`src/rtl/ps2_key_tracker.sv`:
```
// PS/2 keyboard receiver and scan-code decoder that tracks the up/down state of
// a configurable set of keys. It reports press, release and typematic events.
module ps2_key_tracker #(
  parameter int                    NUM_KEYS       = 3,
  parameter logic [8*NUM_KEYS-1:0] KEY_CODES      = {8'h29, 8'h23, 8'h1C},
  parameter logic [NUM_KEYS-1:0]   KEY_EXT        = {NUM_KEYS{1'b0}},
  parameter int                    TIMEOUT_CYCLES = 100000
) (
  input  logic                clk,
  input  logic                rst,
  input  logic                ps2_clk,
  input  logic                ps2_data,
  input  logic                clear_keys,
  output logic [NUM_KEYS-1:0] key_held,
  output logic [NUM_KEYS-1:0] key_press,
  output logic [NUM_KEYS-1:0] key_release,
  output logic [NUM_KEYS-1:0] key_repeat,
  output logic                scan_valid,
  output logic [7:0]          scan_code,
  output logic                scan_ext,
  output logic                scan_brk,
  output logic                parity_err,
  output logic                frame_err
);

  localparam int              TO_W    = $clog2(TIMEOUT_CYCLES + 1);
  localparam logic [TO_W-1:0] TO_LAST = TO_W'(TIMEOUT_CYCLES - 1);
  localparam logic [TO_W-1:0] TO_ONE  = TO_W'(1);
  localparam logic [TO_W-1:0] TO_ZERO = TO_W'(0);

  typedef enum logic [1:0] {
    ST_IDLE    = 2'd0,
    ST_EXT     = 2'd1,
    ST_BRK     = 2'd2,
    ST_EXT_BRK = 2'd3
  } dec_state_t;

  logic            clk_meta_r, clk_sync_r, clk_prev_r;
  logic            data_meta_r, data_sync_r;
  logic            fall_s;
  logic [3:0]      bit_cnt_r;
  logic [8:0]      shift_r;
  logic [TO_W-1:0] to_cnt_r;
  logic            byte_valid_r;
  logic [7:0]      byte_r;
  logic            parity_err_r, frame_err_r;

  dec_state_t      state_r, state_nxt_s;
  logic            evt_s, evt_ext_s, evt_brk_s;

  logic [NUM_KEYS-1:0] upd_held_s, upd_press_s, upd_release_s, upd_repeat_s;
  logic [NUM_KEYS-1:0] held_nxt_s, press_nxt_s, release_nxt_s, repeat_nxt_s;
  logic [NUM_KEYS-1:0] key_held_r, key_press_r, key_release_r, key_repeat_r;
  logic                scan_valid_r, scan_ext_r, scan_brk_r;
  logic [7:0]          scan_code_r;

  // Two-flop synchronisers on both PS/2 lines, plus the previous clock level for edge detect.
  always_ff @(posedge clk or negedge rst) begin
    if (!rst) begin
      clk_meta_r  <= 1'b1;
      clk_sync_r  <= 1'b1;
      clk_prev_r  <= 1'b1;
      data_meta_r <= 1'b1;
      data_sync_r <= 1'b1;
    end else begin
      clk_meta_r  <= ps2_clk;
      clk_sync_r  <= clk_meta_r;
      clk_prev_r  <= clk_sync_r;
      data_meta_r <= ps2_data;
      data_sync_r <= data_meta_r;
    end
  end

  // A PS/2 bit is valid on the falling edge of the synchronised clock.
  always_comb begin
    fall_s = clk_prev_r & ~clk_sync_r;
  end

  // Frame receiver: start bit, 9 shifted bits (data LSB first + parity), then the stop check.
  always_ff @(posedge clk or negedge rst) begin
    if (!rst) begin
      bit_cnt_r    <= 4'd0;
      shift_r      <= 9'd0;
      to_cnt_r     <= TO_ZERO;
      byte_valid_r <= 1'b0;
      byte_r       <= 8'd0;
      parity_err_r <= 1'b0;
      frame_err_r  <= 1'b0;
    end else begin
      byte_valid_r <= 1'b0;
      parity_err_r <= 1'b0;
      frame_err_r  <= 1'b0;
      if (fall_s) begin
        to_cnt_r <= TO_ZERO;
        if (bit_cnt_r == 4'd0) begin
          if (!data_sync_r) begin
            bit_cnt_r <= 4'd1;
          end
        end else if (bit_cnt_r < 4'd10) begin
          shift_r   <= {data_sync_r, shift_r[8:1]};
          bit_cnt_r <= bit_cnt_r + 4'd1;
        end else begin
          bit_cnt_r <= 4'd0;
          // A bad stop bit dominates a bad parity bit.
          if (!data_sync_r) begin
            frame_err_r <= 1'b1;
          end else if (!(^shift_r)) begin
            parity_err_r <= 1'b1;
          end else begin
            byte_valid_r <= 1'b1;
            byte_r       <= shift_r[7:0];
          end
        end
      end else if (bit_cnt_r != 4'd0) begin
        if (to_cnt_r == TO_LAST) begin
          bit_cnt_r   <= 4'd0;
          to_cnt_r    <= TO_ZERO;
          frame_err_r <= 1'b1;
        end else begin
          to_cnt_r <= to_cnt_r + TO_ONE;
        end
      end else begin
        to_cnt_r <= TO_ZERO;
      end
    end
  end

  // Decoder state register.
  always_ff @(posedge clk or negedge rst) begin
    if (!rst) begin
      state_r <= ST_IDLE;
    end else begin
      state_r <= state_nxt_s;
    end
  end

  // Decoder next state: E0/F0 prefixes accumulate, and any other byte finalises an event.
  always_comb begin
    state_nxt_s = state_r;
    evt_s       = 1'b0;
    evt_ext_s   = 1'b0;
    evt_brk_s   = 1'b0;
    if (byte_valid_r) begin
      if (byte_r == 8'hE0) begin
        case (state_r)
          ST_IDLE: state_nxt_s = ST_EXT;
          ST_BRK:  state_nxt_s = ST_EXT_BRK;
          default: state_nxt_s = state_r;
        endcase
      end else if (byte_r == 8'hF0) begin
        case (state_r)
          ST_IDLE: state_nxt_s = ST_BRK;
          ST_EXT:  state_nxt_s = ST_EXT_BRK;
          default: state_nxt_s = state_r;
        endcase
      end else begin
        evt_s       = 1'b1;
        evt_ext_s   = (state_r == ST_EXT) || (state_r == ST_EXT_BRK);
        evt_brk_s   = (state_r == ST_BRK) || (state_r == ST_EXT_BRK);
        state_nxt_s = ST_IDLE;
      end
    end else begin
      state_nxt_s = state_r;
    end
  end

  // Per-key update. Every matching key changes, and clear_keys overrides all updates and pulses.
  always_comb begin
    upd_held_s    = key_held_r;
    upd_press_s   = {NUM_KEYS{1'b0}};
    upd_release_s = {NUM_KEYS{1'b0}};
    upd_repeat_s  = {NUM_KEYS{1'b0}};
    for (int i = 0; i < NUM_KEYS; i++) begin
      if (evt_s && (byte_r == KEY_CODES[8*i +: 8]) && (evt_ext_s == KEY_EXT[i])) begin
        if (!evt_brk_s) begin
          upd_held_s[i]   = 1'b1;
          upd_press_s[i]  = ~key_held_r[i];
          upd_repeat_s[i] = key_held_r[i];
        end else begin
          upd_held_s[i]    = 1'b0;
          upd_release_s[i] = key_held_r[i];
        end
      end else begin
        upd_held_s[i] = key_held_r[i];
      end
    end
    held_nxt_s    = clear_keys ? {NUM_KEYS{1'b0}} : upd_held_s;
    press_nxt_s   = clear_keys ? {NUM_KEYS{1'b0}} : upd_press_s;
    release_nxt_s = clear_keys ? {NUM_KEYS{1'b0}} : upd_release_s;
    repeat_nxt_s  = clear_keys ? {NUM_KEYS{1'b0}} : upd_repeat_s;
  end

  // Registered key state, event pulses and scan payload.
  always_ff @(posedge clk or negedge rst) begin
    if (!rst) begin
      key_held_r    <= {NUM_KEYS{1'b0}};
      key_press_r   <= {NUM_KEYS{1'b0}};
      key_release_r <= {NUM_KEYS{1'b0}};
      key_repeat_r  <= {NUM_KEYS{1'b0}};
      scan_valid_r  <= 1'b0;
      scan_code_r   <= 8'd0;
      scan_ext_r    <= 1'b0;
      scan_brk_r    <= 1'b0;
    end else begin
      key_held_r    <= held_nxt_s;
      key_press_r   <= press_nxt_s;
      key_release_r <= release_nxt_s;
      key_repeat_r  <= repeat_nxt_s;
      scan_valid_r  <= evt_s;
      if (evt_s) begin
        scan_code_r <= byte_r;
        scan_ext_r  <= evt_ext_s;
        scan_brk_r  <= evt_brk_s;
      end
    end
  end

  assign key_held    = key_held_r;
  assign key_press   = key_press_r;
  assign key_release = key_release_r;
  assign key_repeat  = key_repeat_r;
  assign scan_valid  = scan_valid_r;
  assign scan_code   = scan_code_r;
  assign scan_ext    = scan_ext_r;
  assign scan_brk    = scan_brk_r;
  assign parity_err  = parity_err_r;
  assign frame_err   = frame_err_r;

endmodule
```
`config.mk`:
```
export PLATFORM = sky130hd
export DESIGN_NAME = ps2_key_tracker
export DESIGN_NICKNAME = d
export VERILOG_FILES = /design/src/rtl/ps2_key_tracker.sv
export SDC_FILE = /design/constraint.sdc
export NUM_CORES = 1
export LEC_CHECK = 0
export ABC_AREA = 1
export CORE_ASPECT_RATIO = 0.75
export CORE_MARGIN = 3
export CORE_UTILIZATION = 52
export DETAILED_ROUTE_END_ITERATION = 10
export PLACE_DENSITY = 0.74
export SLEW_MARGIN = 30
export SYNTH_ARGS = -nofsm -noshare
export SYNTH_HDL_FRONTEND = slang
export SYNTH_SLANG_ARGS = --single-unit
```
`constraint.sdc`:
```
create_clock -name clk -period 1.5 [get_ports clk]
set_input_delay 0.45 -clock clk [delete_from_list [all_inputs] [get_ports clk]]
set_output_delay 0.45 -clock clk [all_outputs]
set_load 0.02 [all_outputs]
```
==> results_dict.tcl, run 1 <==
set metrics [dict create \
    status "finished with violations" \
    violations "negative setup slack" \
    arrival_ps 1820 \
    vdd_ir_drop_max_mv 1.14 \
    syn_area_um2 3360 \
    vias 2829 \
    synth_seq_cells 71 \
    synth.avg_cell_area_um2 8.59 \
    min_period_over_period_pct 104 \
    cp.required_ps 1760 \
    nets 476 \
    clock-root-buffer "clkbuf_8" \
    power_switching_uw 2250 \
    crit_buf_inv 1 \
    io_buffers 29 \
    wl_mm 7.54 \
    routed_via_density 5.13 \
    cts_buffer_depth 2 \
    n_antenna_cell 0 \
    clock_sinks 71 \
    cp-start-kind "flop" \
    wl_per_cell_um 13.7 \
    first_iter_violations 160 \
    ys_async_sr_fraction_pct 100 \
    reg2reg_depth 7 \
    rsz0062_at_grt "yes" \
    grt_pass1_wl_mm 11.3 \
    drive_above_1_share_pct 30.2 \
    hpwl_mm 4.86 \
    ios 30 \
    clkTransAtPathRegs_ps 70 \
    tightest_slew_ps 375 \
    cts_tree "yes" \
    ctsHoldBuffers 0 \
    clock_latency_ps 360 \
    power_frac_seq_pct 37.7 \
    synth_top_area_cell "dfrtp_1" \
    syn_to_final_growth_pct 30.7 \
    critical-path-top-delay-family "simple AND/OR/NAND/NOR gates" \
    combPwrFrac_pct 37.2 \
    grt.total_usage_pct 19.3 \
    htreeDepth 3 \
    path_class "reg -> reg" \
    fill_cells 407 \
    grt_start_max_net_pins 72 \
    path_cells "ha_2 -> nand2_2 -> nor2_4 -> nand4_1 -> buf_4 -> nand2_1 -> nor3b_1" \
    yosysUniqueCellTypes 34 \
    synthTopCellsByArea "dfrtp_1, nand2_1, inv_1" \
    slew_violations 0 \
    period_needed_ps 1560 \
    synth_ff_type "dfrtp_1" \
    die_w_um 98.8 \
    synth_edf_count 0 \
    fin_setup_tns_ps -218 \
    die_height_um 75.6 \
    p_sw_share_pct 36.7 \
    fin_skew_ps 10.8 \
    grt_pass1_vias 2468 \
    hold_class "in -> async" \
    design.die.area_um2 7470 \
    fmax_mhz 643 \
    start_util_pct 55.7 \
    hold_viol 0 \
    slowest_delay_ps 360 \
    p_int_uw 3880 \
    synthCells 391 \
    crit_slowest_cell "dfrtp_1" \
    rows 24 \
    globalRouteOverflowTotal 0 \
    core_area_um2 6040 \
    ant_nets 0 \
    power.density_nw_per_um2 1400 \
    cts_buffers 9 \
    drc 0 \
    cp.depth 7 \
    cp_max_fo 5 \
    fin_hold_ws_ps 93.4 \
    setup_violations 12 \
    slew_headroom_pct 75.0 \
    synth_nets 399 \
    final_area_um2 4390 \
    max-cap-violations 0 \
    yosysWarnings 0 \
    placed_area_um2 3870 \
    clkPwrFrac_pct 25.1 \
    setup_slack_ps -56.3 \
    grt_antenna_before_repair 0 \
    worstSetupEndpointType "flop" \
    globalplace.congestion 0.907 \
    synth_top_area_share_pct 49.2 \
    yosysSeqAreaShare_pct 53.1 \
    p_leak_uw 0.00216 \
    drtPass1Iterations 5 \
]
-- synthesized netlist by cell type (5+ instances only) --
master	count
a21oi_1	8
dfrtp_1	66
dfstp_2	5
inv_1	47
inv_2	11
nand2_1	102
nand2_2	7
nand3_1	15
nand4_1	14
nor2_1	39
nor3_1	14
o21ai_0	24
-- registers in the layout (all words and copies together) (netlist names), 3 cells and up --
register     flops
to_cnt_r        17
shift_r          9
byte_r           8
scan_code        8
bit_cnt_r        4
key_held         3
key_press        3
key_release      3
key_repeat       3
-- through the flow --
step	std cells	util, %	setup slack (ps)	power, uW
after global placement	512	64.1	10.6	3870
final	551	72.8	-56.3	6130
after global routing	551	72.8	-144	6460
after detailed placement	512	64.1	-27.8	3920
after floorplan	391	-	56.8	3410
after CTS	528	67.3	3.56	5460
-- logic make-up after synthesis --
family,synth area share (%)
buffers and inverters,7.41
AND/OR/NAND/NOR,30.5
XOR/XNOR,1.30
adder cells (fa/ha/maj),1.12
AO/OA/AOI/OAI,6.63
flip-flops,53.1
-- metal layers --
| layer | share of wire [%] | up-vias | GRT usage [%] |
|---|---|---|---|
| met2 | 44 | 80 | 28.0 |
| met4 | 1.9 | 0 | 5.45 |
| met5 | 0 | - | 0 |
| met3 | 5.7 | 14 | 6.77 |
| met1 | 49 | 1330 | 27.8 |
| li1 | - | 1405 | - |
-- power by group through the flow --
stage / logic [uW] / clock network [uW] / registers (uW)
6_report: 2280 / 1540 / 2310
5_1_grt: 2480 / 1650 / 2330
4_1_cts: 1620 / 1560 / 2290
3_5_place_dp: 1600 / 0 / 2320
3_3_place_gp: 1550 / 0 / 2310
2_1_floorplan: 1110 / 0 / 2300
-- worst reg2reg max path: cells and delay by family, from the launching register on --
kind / cells / cell delay, ps
fa+ha+maj: 1 / 200
buf+inv: 1 / 200
flops: 1 / 360
simple gates: 5 / 710
-- final timing paths --
check                           slack, ps      endpoint   startpoint
worst max register to register        -60  to_cnt_r[12]  to_cnt_r[1]
max in group asynchronous            1050   data_meta_r          rst
min in group clk                      350    clk_sync_r   clk_meta_r
worst min register to register        350    clk_sync_r   clk_meta_r
worst min-delay path                   90  to_cnt_r[14]          rst
worst max-delay path                  -60  to_cnt_r[12]  to_cnt_r[1]
-- what timing repair did --
action,CTS,global route
resized for setup,42,77
endpoints found under the setup margin,32,72
pin swaps,0,19
gates cloned,0,5
buffers inserted,0,18
-- cells in the final DEF, fill, tap and decap left out, drive strengths merged, types with 2 or more instances in the layout --
master	netlist	final
dfstp	5	5
buf	4	39
o211ai	2	2
nor3b	2	2
xor2	4	4
a21oi	8	8
clkdlybuf4s15	0	11
nor2	46	46
nand3	19	21
dfrtp	66	66
nand2	110	111
nand4	14	14
ha	3	3
inv	58	58
dlygate4sd2	0	3
clkbuf	0	26
o21ai	25	25
nor3	18	18
clkdlybuf4s50	0	3
-- cell type report --
cell class	count	area, um^2	area share, %
Clock buffer	15	166	3.79
Timing Repair Buffer	67	594	13.5
Inverter	58	220	5.01
Clock inverter	1	30.0	0.684
Multi-Input combinational cell	261	1500	34.1
Tap cell	78	97.6	2.22
Sequential cell	71	1790	40.7
No activity file was read; power rests on OpenSTA's default activity.
==> inputs of run 2 (changes only) <==
--- a/config.mk
+++ b/config.mk
@@ -7,4 +7,5 @@
 export LEC_CHECK = 0
 export ABC_AREA = 1
+export CAP_MARGIN = 0
 export CORE_ASPECT_RATIO = 0.75
 export CORE_MARGIN = 3
==> constraint.sdc (replaced) <==
create_clock -name clk -period 1.5 [get_ports clk]
set_input_delay 0.45 -clock clk [delete_from_list [all_inputs] [get_ports clk]]
set_output_delay 0.45 -clock clk [all_outputs]
set_load 0.01 [all_outputs]
==> run 2 against run 1 <==
  * The run still ends with negative setup slack left
  * Clock skew up 0.95 ps
  * Count of clock-buffer cells in the layout down 1
  * Combinational power down 8%
  * Via count up 0.11%
  * Sequential share of layout area up 0.65 points
  * Final area down 1.6%
  * Clock power down 18%
  * Core utilization down 1.1 points
  * Worst hold slack better by 18 ps
==> results_dict.tcl, run 2 (synthesis gave the netlist of run 1 again) <==
set metrics [dict create \
    status "finished with violations" \
    violations "negative setup slack" \
    final_cell_mix "nand2_1, dfrtp_1, inv_1" \
    grt-busiest-layer "met1" \
    grt_pass1_wl_mm 11.2 \
    power_frac_seq_pct 40.7 \
    hold_viol 0 \
    dp.cells 512 \
    max-cap-violations 0 \
    clock-root-buffer "clkbuf_8" \
    reg2reg_depth 8 \
    clock_sinks 71 \
    met2_usage_pct 27.1 \
    rows 24 \
    top_register "to_cnt_r" \
    slew_headroom_pct 75.4 \
    drtPass1Iterations 4 \
    final_area_um2 4320 \
    combPwrFrac_pct 37.0 \
    vdd_ir_drop_max_mv 1.25 \
    power.density_nw_per_um2 1310 \
    finalNonFillerCells 549 \
    p_sw_share_pct 38.2 \
    grt_antenna_before_repair 0 \
    syn_to_final_growth_pct 28.7 \
    met3_usage_pct 5.40 \
    hold_class "in -> async" \
    slew_violations 0 \
    clkPwrFrac_pct 22.4 \
    period_needed_ps 1520 \
    routed_via_density 5.16 \
    p_leak_uw 0.00214 \
    worstSetupEndpointType "flop" \
    r2r-start "clk_prev_r" \
    start_util_pct 55.7 \
    r2r_slack_ps -20 \
    clock_latency_ps 340 \
    fmax_mhz 657 \
    cp-start-kind "flop" \
    clkTransAtPathRegs_ps 80 \
    nets 474 \
    tightest_slew_ps 368 \
    met1_usage_pct 28.8 \
    slowest_delay_ps 520 \
    p_int_uw 3500 \
    placed_area_um2 3870 \
    arrival_ps 1750 \
    ios 30 \
    path_class "reg -> reg" \
    ant_nets 0 \
    path_cells "inv_2 -> nor2_4 -> inv_4 -> nor3_4 -> buf_6 -> nand3_4 -> nand2_2 -> nand2_1" \
    io_buffers 29 \
    setup_violations 7 \
    cp.required_ps 1730 \
    htreeDepth 3 \
    globalRouteOverflowTotal 0 \
    die_w_um 98.8 \
    fin_skew_ps 11.8 \
    largest_reg_flops 17 \
    die_height_um 75.6 \
    drive_above_1_share_pct 28.7 \
    crit_slowest_cell "dfstp_2" \
    min_period_over_period_pct 102 \
    grt.total_usage_pct 19.3 \
    n_antenna_cell 0 \
    cts_buffer_depth 2 \
    power_switching_uw 2160 \
    cts_tree "yes" \
    wl_mm 7.39 \
    mostFrequentLayoutCell "nand2_1" \
    grt_pass1_vias 2399 \
    grt_start_max_net_pins 72 \
    wl_per_cell_um 13.5 \
    globalplace.congestion 0.900 \
    drc 0 \
    hpwl_mm 4.77 \
    setup_slack_ps -23.0 \
    reg2reg_to "byte_r[6]" \
    cp_max_fo 5 \
    core_area_um2 6040 \
    rsz0062_at_grt "yes" \
    first_iter_violations 221 \
    reg_top3 "to_cnt_r (17), shift_r (9)" \
    vias 2832 \
    cts_buffers 9 \
    ctsHoldBuffers 0 \
    design.die.area_um2 7470 \
]
[run 2: how the worst max path moves through the flow]
stage,startpoint,end
2_1_floorplan,clk_prev_r,byte_r[3]
3_3_place_gp,clear_keys,key_held[0]
3_5_place_dp,to_cnt_r[0],to_cnt_r[6]
4_1_cts,to_cnt_r[0],to_cnt_r[15]
5_1_grt,clk_prev_r,byte_r[2]
6_report,clk_prev_r,byte_r[6]
[run 2: worst max-delay path, delay by kind of cell (launching register included)]
family	cells	cell delay (ps)
AND/OR/NAND/NOR	5	620
flip-flops	1	520
buffers and inverters	3	260
[run 2: power by group through the flow]
stage	Combinational (uW)	Sequential [uW]	Clock (uW)
after global routing	2300	2330	1380
after global placement	1530	2310	0
after CTS	1600	2290	1300
after floorplan	1110	2290	0
after detailed placement	1580	2320	0
final	2090	2300	1270
[run 2: per-stage QoR]
| stage | utilization, % | setup TNS (ps) | hold WS, ps | total power [uW] | worst slack (ps) |
|---|---|---|---|---|---|
| global placement | 64.1 | 0 | 347 | 3840 | 10.5 |
| detailed placement | 64.1 | -420 | 349 | 3900 | -78.8 |
| CTS | 66.5 | 0 | 128 | 5190 | 2.76 |
| finish | 71.6 | -101 | 111 | 5660 | -23.0 |
| global route | 71.6 | -2270 | 129 | 6010 | -131 |
| floorplan | - | 0 | 154 | 3400 | 56.8 |
[run 2: area by class of cell]
cell class | count | area, um^2
Sequential cell | 71 | 1790
Fill cell | 448 | 1710
Multi-Input combinational cell | 261 | 1500
Timing Repair Buffer | 65 | 568
Inverter | 58 | 223
Clock buffer | 14 | 143
Tap cell | 78 | 97.6
Clock inverter | 2 | 10.0
[run 2: layer usage]
layer  routed length [um]  part of all wire [%]  vias to the layer above
li1                     -                     -                     1402
met1                 3600                    49                     1346
met2                 3340                    45                       73
met3                  357                   4.8                       11
met4                   93                   1.3                        0
met5                    0                     0                        -
[run 2: what timing repair did]
item | CTS | global route
cloned | 0 | 3
resized for setup | 31 | 56
setup endpoints to repair | 44 | 58
setup buffers | 0 | 18
pin swaps | 2 | 15
